--- src/rtl/pong_pkg.sv ---
// Shared constants and state type for the pong LED-matrix display path.
package pong_pkg;

  localparam int SCREEN_W = 16;
  localparam int SCREEN_H = 16;

  typedef enum logic [1:0] {
    ST_LOAD,
    ST_SHIFT,
    ST_LATCH,
    ST_DWELL
  } drv_state_t;

endpackage

--- src/rtl/matrix_driver_if.sv ---
// Ball/paddle position bus: the game logic is the master, the matrix driver consumes it.
interface matrix_driver_if;

  logic [3:0] ball_x;
  logic [3:0] ball_y;
  logic [3:0] paddle_l;
  logic [3:0] paddle_r;

  modport master (output ball_x, output ball_y, output paddle_l, output paddle_r);
  modport slave  (input  ball_x, input  ball_y, input  paddle_l, input  paddle_r);

endinterface

--- src/rtl/matrix_driver_row_pattern.sv ---
// Combinational column pattern for one matrix row: ball dot plus left/right paddle segments.
module row_pattern
  import pong_pkg::*;
#(
  parameter int PADDLE_LEN = 3
) (
  input  logic [3:0]          bx,
  input  logic [3:0]          by,
  input  logic [3:0]          pl,
  input  logic [3:0]          pr,
  input  logic [3:0]          cur_row,
  input  logic                ball_en,
  output logic [SCREEN_W-1:0] pattern
);

  logic [4:0] row5;
  logic [4:0] pl_end;
  logic [4:0] pr_end;
  logic       left_on;
  logic       right_on;

  // Paddle extents are computed 5 bits wide so a paddle near the bottom clips instead of wrapping to row 0.
  assign row5     = {1'b0, cur_row};
  assign pl_end   = {1'b0, pl} + 5'(PADDLE_LEN - 1);
  assign pr_end   = {1'b0, pr} + 5'(PADDLE_LEN - 1);
  assign left_on  = (row5 >= {1'b0, pl}) && (row5 <= pl_end);
  assign right_on = (row5 >= {1'b0, pr}) && (row5 <= pr_end);

  always_comb begin
    pattern = '0;
    if (ball_en && (by == cur_row)) pattern[bx] = 1'b1;
    if (left_on)  pattern[0]          = 1'b1;
    if (right_on) pattern[SCREEN_W-1] = 1'b1;
  end

endmodule

--- src/rtl/matrix_driver.sv ---
// Row-multiplexed 16x16 LED matrix driver for the pong ball and paddles.
// Optional MATRIX_DRIVER_BLINK_EN: ball blinks with a frame counter bit.
module matrix_driver
  import pong_pkg::*;
#(
  parameter int DWELL      = 64,
  parameter int PADDLE_LEN = 3,
  parameter int BLINK_BIT  = 3
) (
  input  logic            clk,
  input  logic            reset,
  matrix_driver_if.slave  pos,
  output logic [3:0]      row,
  output logic            col_data,
  output logic            col_sclk,
  output logic            col_latch,
  output logic            blank,
  output logic            frame_done
);

  localparam int DW_W = (DWELL > 2) ? $clog2(DWELL) : 1;

  drv_state_t state_q;
  drv_state_t state_d;

  logic [3:0]          load_row;
  logic [3:0]          f_bx;
  logic [3:0]          f_by;
  logic [3:0]          f_pl;
  logic [3:0]          f_pr;
  logic [SCREEN_W-1:0] sr;
  logic [4:0]          bit_cnt;
  logic [DW_W-1:0]     dwell_cnt;
  logic                latch_ph;

  logic load_en;
  logic shift_en;
  logic latch_on;
  logic latch_off;
  logic dwell_en;

  logic                snap;
  logic                ball_en;
  logic [3:0]          src_bx;
  logic [3:0]          src_by;
  logic [3:0]          src_pl;
  logic [3:0]          src_pr;
  logic [SCREEN_W-1:0] pattern;

  always_ff @(posedge clk or negedge reset) begin
    if (!reset) state_q <= ST_LOAD;
    else        state_q <= state_d;
  end

  always_comb begin
    state_d = state_q;
    case (state_q)
      ST_LOAD:  state_d = ST_SHIFT;
      ST_SHIFT: if (bit_cnt == 5'd31) state_d = ST_LATCH;
      ST_LATCH: if (latch_ph) state_d = ST_DWELL;
      ST_DWELL: if (dwell_cnt == '0) state_d = ST_LOAD;
      default:  state_d = ST_LOAD;
    endcase
  end

  always_comb begin
    load_en   = (state_q == ST_LOAD);
    shift_en  = (state_q == ST_SHIFT);
    latch_on  = (state_q == ST_LATCH) && !latch_ph;
    latch_off = (state_q == ST_LATCH) &&  latch_ph;
    dwell_en  = (state_q == ST_DWELL);
  end

  // Row 0 renders straight from the live inputs in the same cycle they are snapshotted.
  assign snap   = (load_row == 4'd0);
  assign src_bx = snap ? pos.ball_x   : f_bx;
  assign src_by = snap ? pos.ball_y   : f_by;
  assign src_pl = snap ? pos.paddle_l : f_pl;
  assign src_pr = snap ? pos.paddle_r : f_pr;

`ifdef MATRIX_DRIVER_BLINK_EN
  logic [3:0] frame_cnt;

  always_ff @(posedge clk or negedge reset) begin
    if (!reset)          frame_cnt <= 4'd0;
    else if (frame_done) frame_cnt <= frame_cnt + 4'd1;
  end

  assign ball_en = ~frame_cnt[BLINK_BIT];
`else
  assign ball_en = 1'b1;
`endif

  row_pattern #(
    .PADDLE_LEN (PADDLE_LEN)
  ) u_row_pattern (
    .bx      (src_bx),
    .by      (src_by),
    .pl      (src_pl),
    .pr      (src_pr),
    .cur_row (load_row),
    .ball_en (ball_en),
    .pattern (pattern)
  );

  // Datapath: serial shift on a two-cycle sclk, then blank/latch/unblank around the row switch.
  always_ff @(posedge clk or negedge reset) begin
    if (!reset) begin
      row        <= 4'd0;
      col_data   <= 1'b0;
      col_sclk   <= 1'b0;
      col_latch  <= 1'b0;
      blank      <= 1'b1;
      frame_done <= 1'b0;
      load_row   <= 4'd0;
      f_bx       <= 4'd0;
      f_by       <= 4'd0;
      f_pl       <= 4'd0;
      f_pr       <= 4'd0;
      sr         <= '0;
      bit_cnt    <= 5'd0;
      dwell_cnt  <= '0;
      latch_ph   <= 1'b0;
    end else begin
      if (load_en) begin
        if (snap) begin
          f_bx <= pos.ball_x;
          f_by <= pos.ball_y;
          f_pl <= pos.paddle_l;
          f_pr <= pos.paddle_r;
        end
        sr      <= pattern;
        bit_cnt <= 5'd0;
      end

      if (shift_en) begin
        bit_cnt <= bit_cnt + 5'd1;
        if (!bit_cnt[0]) begin
          col_sclk <= 1'b0;
          col_data <= sr[SCREEN_W-1];
        end else begin
          col_sclk <= 1'b1;
          sr       <= {sr[SCREEN_W-2:0], 1'b0};
        end
      end else begin
        col_sclk <= 1'b0;
        col_data <= 1'b0;
      end

      col_latch  <= latch_on;
      frame_done <= latch_off && (load_row == 4'd15);

      if (latch_on) begin
        blank    <= 1'b1;
        row      <= load_row;
        latch_ph <= 1'b1;
      end

      if (latch_off) begin
        blank     <= 1'b0;
        load_row  <= load_row + 4'd1;
        dwell_cnt <= DW_W'(DWELL - 1);
        latch_ph  <= 1'b0;
      end

      if (dwell_en) dwell_cnt <= dwell_cnt - 1'b1;
    end
  end

endmodule
--- src/flat_wrapper.sv ---
// flat-port wrapper written by rule: the top's interface ports become plain ports
module matrix_driver_flat import pong_pkg::*;
#(
  parameter int DWELL      = 64,
  parameter int PADDLE_LEN = 3,
  parameter int BLINK_BIT  = 3
)
  (clk, reset, row, col_data, col_sclk, col_latch, blank, frame_done, pos_ball_x, pos_ball_y, pos_paddle_l, pos_paddle_r);
  matrix_driver_if pos_i ();
  input  logic clk;
  input  logic reset;
  output logic [3:0] row;
  output logic col_data;
  output logic col_sclk;
  output logic col_latch;
  output logic blank;
  output logic frame_done;
  input wire logic [$bits(pos_i.ball_x)-1:0] pos_ball_x;
  input wire logic [$bits(pos_i.ball_y)-1:0] pos_ball_y;
  input wire logic [$bits(pos_i.paddle_l)-1:0] pos_paddle_l;
  input wire logic [$bits(pos_i.paddle_r)-1:0] pos_paddle_r;
  assign pos_i.ball_x = pos_ball_x;
  assign pos_i.ball_y = pos_ball_y;
  assign pos_i.paddle_l = pos_paddle_l;
  assign pos_i.paddle_r = pos_paddle_r;
  matrix_driver #(.DWELL(DWELL), .PADDLE_LEN(PADDLE_LEN), .BLINK_BIT(BLINK_BIT)) u_core (.clk(clk), .reset(reset), .pos(pos_i), .row(row), .col_data(col_data), .col_sclk(col_sclk), .col_latch(col_latch), .blank(blank), .frame_done(frame_done));
endmodule
--- config.mk ---
export PLATFORM = sky130hd
export DESIGN_NAME = matrix_driver_flat
export DESIGN_NICKNAME = d
export VERILOG_FILES = /design/src/rtl/pong_pkg.sv /design/src/rtl/matrix_driver_if.sv /design/src/rtl/matrix_driver_row_pattern.sv /design/src/rtl/matrix_driver.sv /design/src/flat_wrapper.sv
export SDC_FILE = /design/constraint.sdc
export NUM_CORES = 1
export LEC_CHECK = 0
export CAP_MARGIN = 10
export CORE_MARGIN = 3
export CORE_UTILIZATION = 33
export DETAILED_ROUTE_END_ITERATION = 16
export PLACE_DENSITY = 0.5
export SYNTH_ARGS = -nofsm -noshare
export SYNTH_HDL_FRONTEND = slang
export SYNTH_SLANG_ARGS = --single-unit
--- constraint.sdc ---
create_clock -name clk -period 5.5 [get_ports clk]
set_input_delay 1.1 -clock clk [delete_from_list [all_inputs] [get_ports clk]]
set_output_delay 1.1 -clock clk [all_outputs]
set_load 0.03 [all_outputs]
=== Word level (Yosys, flattened, before mapping) ===
Index checks and enable logic that the tools add are counted.

* Bits in registers: 59
* Bits of input ports: 18
* Output and inout bits: 9

* Add/sub/neg operators: 5
* Order comparisons: 6
* Eq/ne operators: 10
* Mux-type cells: 26
* Reduce and logical (&&, ||, !) cells: 14

{| class="wikitable"
|+ Operators by type and width
! kind !! count
|-
| $mux 16 || 4
|-
| $mux 4 || 4
|-
| $mux 6 || 2
|-
| $add 4x2->5 const B || 2
|-
| $le 4x5->1 || 2
|-
| $mux 5 || 2
|-
| $mux 1 || 9
|-
| $ge 4x4->1 || 2
|-
| $pmux 2 s4 || 1
|-
| $logic_and 1x1->1 || 6
|-
| $logic_not 6->1 || 1
|-
| $mux 2 || 3
|-
| $ne 2x2->1 const B || 3
|-
| $reduce_bool 2->1 || 3
|-
| $sub 6x1->6 const B || 1
|-
| $add 5x1->5 const B || 1
|-
| $eq 5x5->1 const B || 1
|-
| $lt 4x5->1 const B || 1
|-
| $add 4x1->4 const B || 1
|-
| $demux 1 s4 || 1
|-
| $eq 2x2->1 const B || 2
|-
| $eq 4x4->1 || 1
|-
| $eq 4x4->1 const B || 1
|-
| $ge 4x1->1 const B || 1
|-
| other kinds (6) || 6
|}

=== Longest topological paths before layout ===
* Depth in word-level cells: 11
* Mapped depth: 15
* Mapped depth without buffers: 12

=== Modules after synthesis ===
Synthesis repeated with hierarchy kept, for this count alone.

* Cells, all modules: 309
* Area, all modules: 3389.5 um^2

{| class="wikitable"
|+ By module, submodules not included
! module !! times used !! cells an instance !! area an instance (um^2) !! sequential area each (um^2)
|-
| matrix_driver || 1 || 233 || 2808.9 || 1477.7
|-
| row_pattern || 1 || 76 || 580.6 || 0.0
|}

=== Worst setup path after synthesis ===
No wires, ideal clock.

* Path kind: register to register
* Start point: register u_core.load_row[0]
* End point: register u_core.sr[0]
* Setup time: 0.125 ns
* Arrival: 3.020 ns
* Data required time: 5.375 ns
* Slack: 2.356 ns
* Stages on the path, launching flop included: 15
* Buffers on the path: 3
* Clock period less this slack: 3.144 ns
* Cell sequence: dfrtp_1 inv_1 ha_1 or3b_1 clkbuf_1 buf_2 buf_2 mux2i_1 inv_1 ha_1 o21ai_0 maj3_1 nand2b_1 a41oi_1 o21ai_1

{| class="wikitable"
|+ RTL lines
! element !! RTL line !! text
|-
| from (decl) || matrix_driver.sv:26 || <nowiki>logic [3:0] load_row;</nowiki>
|-
| from (signal assigned) || matrix_driver.sv:161 || <nowiki>load_row <= load_row + 4'd1;</nowiki>
|-
| $logic_not 4->1 * || matrix_driver.sv:75 || <nowiki>assign snap = (load_row == 4'd0);</nowiki>
|-
| $mux 4 * || matrix_driver.sv:78 || <nowiki>assign src_pl = snap ? pos.paddle_l : f_pl;</nowiki>
|-
| via u_core.src_pl[1] || matrix_driver.sv:46 || <nowiki>logic [3:0] src_pl;</nowiki>
|-
| $add 4x2->5 || matrix_driver_row_pattern.sv:24 || <nowiki>assign pl_end = {1'b0, pl} + 5'(PADDLE_LEN - 1);</nowiki>
|-
| $le 4x5->1 || matrix_driver_row_pattern.sv:26 || <nowiki>assign left_on = (row5 >= {1'b0, pl}) && (row5 <= pl_end);</nowiki>
|-
| $logic_and 1x1->1 * || matrix_driver_row_pattern.sv:26 ||
|-
| $mux 1 * || matrix_driver_row_pattern.sv:32 || <nowiki>if (left_on) pattern[0] = 1'b1;</nowiki>
|-
| $mux 16 * || matrix_driver.sv:125 || <nowiki>if (load_en) begin</nowiki>
|-
| $mux 16 || matrix_driver.sv:138 || <nowiki>if (!bit_cnt[0]) begin</nowiki>
|-
| $mux 16 * || matrix_driver.sv:136 || <nowiki>if (shift_en) begin</nowiki>
|-
| to (signal assigned) || matrix_driver.sv:132 || <nowiki>sr <= pattern;</nowiki>
|-
| to (signal assigned) || matrix_driver.sv:143 || <nowiki>sr <= {sr[SCREEN_W-2:0], 1'b0};</nowiki>
|-
| to (decl) || matrix_driver.sv:31 || <nowiki>logic [SCREEN_W-1:0] sr;</nowiki>
|}

Mark *: on every way through the listed nets, which the timed path passes. The rest lies on a longest branch.
A chain may end at the register's enable or synchronous reset.

=== Worst setup path after layout ===
Ends and elaborated chain as after synthesis.

==> impl_metrics.tcl <==
set metrics [dict create \
    post_cts_resized 0 \
    clock_skew_ns 0.0135 \
    htree_levels 3 \
    p_leak_nw 1.73 \
    hold_viol 0 \
    crit_path_top_delay_cell "or3b_1" \
    yosysWarnings 0 \
    synth.ff_latch_count 59 \
    cp.arrival_ns 3.81 \
    vias 2574 \
    cpLargestDelayFamily "compound AO/OA/AOI/OAI gates" \
    synth-simple-area-share 0.200 \
    max_clock_freq_mhz 282 \
    drt_drc_violations_left 0 \
    wl_per_cell_um 14.7 \
    vias_per_cell 5.10 \
    hp-class "flip-flop to flip-flop" \
    synthCells 346 \
    grt_pass1_wl_um 12800 \
    io_buffers 26 \
    overflow 0 \
    diodes 0 \
    synth_xor_area_frac 0.0524 \
    first_iter_violations 73 \
    drt_wl_total_um 7410 \
    initial_utilization 0.346 \
    cts_tree "built" \
    grt_usage 0.139 \
    use_met3 0.0376 \
    ios 27 \
    crit_path_start_kind "flip-flop" \
    cts_buffers 9 \
    slowest_delay_ns 0.71 \
    areaGrowthSynthToFinish_pct 16.3 \
    synth.avg_cell_area_um2 10.0 \
    met2_usage 0.213 \
    rsz0062_at_grt "no" \
    clk-insertion-delay-late_ns 0.34 \
    cp.required_ns 5.77 \
    dr.pass1.iters 5 \
    fin_hold_ws_ns 0.475 \
    num_rows 36 \
    layout_setup_ws_ns 1.96 \
    synth_top_area_frac 0.419 \
    synthMuxAreaShare 0.0723 \
    cts_sinks 59 \
    grt_use_met1 0.186 \
    grt_pass1_vias 2596 \
    layout.cells.non_filler 505 \
    slew_viol_final 0 \
    seq_area_frac_synth 0.427 \
    cap_violations 0 \
    ys_top_cells_by_area "dfrtp_1 (42%), ha_1 (7.2%), mux2_2 (4.9%), a221o_1 (4.3%), a21oi_1 (3.5%)" \
    p_int_w 0.000690 \
    synth_fa_ha_area_frac 0.0752 \
    grt_max_degree 60 \
    p_sw_frac 0.244 \
    yosys.area.top_type "dfrtp_1" \
    die_h_um 108 \
    irDropWorstVdd_mv 0.108 \
    drive_gt1_frac 0.118 \
    tightest_slew_ns 0.881 \
    root_buffer "clkbuf_8" \
    tns_ns 0 \
    antenna_found_initial 0 \
    end_kind "flip-flop" \
    ys_types 53 \
    clkPwrFrac 0.443 \
    async_flop_share 1.00 \
    dp.cells 489 \
    setup_viol 0 \
    powerDensity_nw_per_um2 227 \
    core_area_um2 10000 \
    cts_max_path_buffers 2 \
    ant_nets 0 \
    finish.utilization 0.403 \
    pre_cts_slack_ns 1.98 \
    post_cts_buffers 0 \
    fin_crit_ns 3.54 \
    crit_fanout 23 \
    synth_ff_type "dfrtp_1" \
    gp_congestion 0.821 \
    synth_top_family_by_area "simple AND/OR/NAND/NOR gates" \
    status "finished clean" \
    synth_compound_area_frac 0.132 \
    cts_hold_buf 0 \
    fp.dieW_um 108 \
    pwr-share-seq 0.489 \
    dp_hpwl_um 5150 \
    p_switching_w 0.000223 \
    grt.busiest_layer "met2" \
    relSlewSlack 0.412 \
    path_cells "inv_1 -> ha_1 -> or3b_1 -> mux2i_1 -> inv_1 -> ha_1 -> o21ai_0 -> a22oi_1 -> a2111oi_0 -> a41oi_1 -> o21ai_1" \
    syn_nets 384 \
    clkTransAtPathRegs_ns 0.08 \
    dieArea_um2 11800 \
    netlist_area_um2 3460 \
    cp_num_buf_inv 2 \
    period_share 0.644 \
    fin_nets 405 \
    synth_edf_count 0 \
    p_comb_frac 0.068 \
    path_class "flip-flop to flip-flop" \
]
[layer usage]
| metal | wire, µm | vias up | share of wire |
|---|---|---|---|
| met5 | 0 | - | 0 |
| met1 | 3700 | 1241 | 0.50 |
| met3 | 304 | 10 | 0.041 |
| li1 | - | 1281 | - |
| met4 | 114 | 0 | 0.015 |
| met2 | 3290 | 42 | 0.44 |
[power groups by stage]
stage | Clock, W | Combinational (W) | Sequential, W
detailed placement | 0 | 0.0000635 | 0.000455
CTS | 0.000420 | 0.0000635 | 0.000446
global placement | 0 | 0.0000634 | 0.000455
finish | 0.000404 | 0.0000619 | 0.000447
global route | 0.000436 | 0.0000707 | 0.000447
floorplan | 0 | 0.0000311 | 0.000453
[through the flow]
stage | total power [W] | cell area [µm²]
detailed placement | 0.000518 | 3820
global placement | 0.000518 | 3820
floorplan | 0.000484 | 3460
finish | 0.000912 | 4030
CTS | 0.000930 | 4030
global route | 0.000955 | 4030
[Yosys cell counts, drive strengths merged, types with 2 or more instances]
cell type  count
xnor2         13
o21ai         18
and3           4
mux2i          7
nor2b          4
a21oi         24
mux2          16
nand4          6
ha            20
buf            6
a41oi          3
nand3          5
clkbuf        12
nand3b         9
inv           17
a221o         15
nor3           9
or2b           2
and2           4
nor2          18
xor2           6
dfrtp         58
nor3b         15
nand2b         5
nand2         30
[tightest hold or removal path: stages, from the launching register on]
cell     delay (ns)
dfstp_2        0.37
inv_1          0.04
o21ai_0        0.06
[kinds of logic after synthesis]
logic type | Yosys count
adder cells (fa/ha/maj) | 21
multiplexers | 23
AO/OA/AOI/OAI | 69
flip-flops | 59
AND/OR/NAND/NOR | 119
XOR/XNOR | 19
buffers and inverters | 36
[registers in the layout, summed over array words and instances, names as in the netlist]
signal,flops
u_core.latch_ph,1
u_core.col_sclk,1
u_core.f_bx,4
u_core.blank,1
u_core.state_q,2
u_core.f_pl,4
u_core.load_row,4
u_core.col_data,1
u_core.f_by,4
u_core.f_pr,4
u_core.dwell_cnt,6
u_core.frame_done,1
u_core.sr,16
u_core.bit_cnt,5
u_core.row,4
u_core.col_latch,1
[area by class of cell]
class	count	area, µm²
clock buffers	10	138
well taps	133	166
flip-flops and latches	59	1480
fillers	994	5970
clock inverters	6	65.1
inverters	18	67.6
multi-input cells	251	1840
repair buffers	28	270
[path summary, 6_finish.rpt]
check                              startpoint             end  slack, ns  depth (start not counted)
hold / removal                   u_core.blank    u_core.blank       0.47                          2
setup / recovery           u_core.load_row[0]    u_core.sr[0]       1.96                         11
min in group asynchronous               reset  u_core.f_bx[0]       0.89                          2
max in group asynchronous               reset  u_core.f_by[0]       4.07                          2
hold reg to reg                  u_core.blank    u_core.blank       0.47                          2
setup reg to reg           u_core.load_row[0]    u_core.sr[0]       1.96                         11
[placed cells by master, fill, tap and decap left out, types with 2 or more instances in the layout]
cell / n
a21oi_1: 24
nor3b_1: 14
nand4_1: 6
and2_1: 3
nor3_1: 8
clkinvlp_4: 4
nor2b_1: 4
buf_4: 2
nand3_1: 5
o21ai_0: 17
nor2_1: 18
a41oi_1: 3
xnor2_2: 2
mux2i_1: 7
and3_4: 3
nand2_1: 30
inv_1: 17
nand3b_1: 9
dfrtp_1: 58
clkdlybuf4s50_1: 25
a221o_1: 15
nand2b_1: 5
clkbuf_8: 10
xor2_1: 6
or2b_1: 2
ha_1: 20
mux2_2: 15
xnor2_1: 11
No activity file was read; power rests on OpenSTA's default activity.
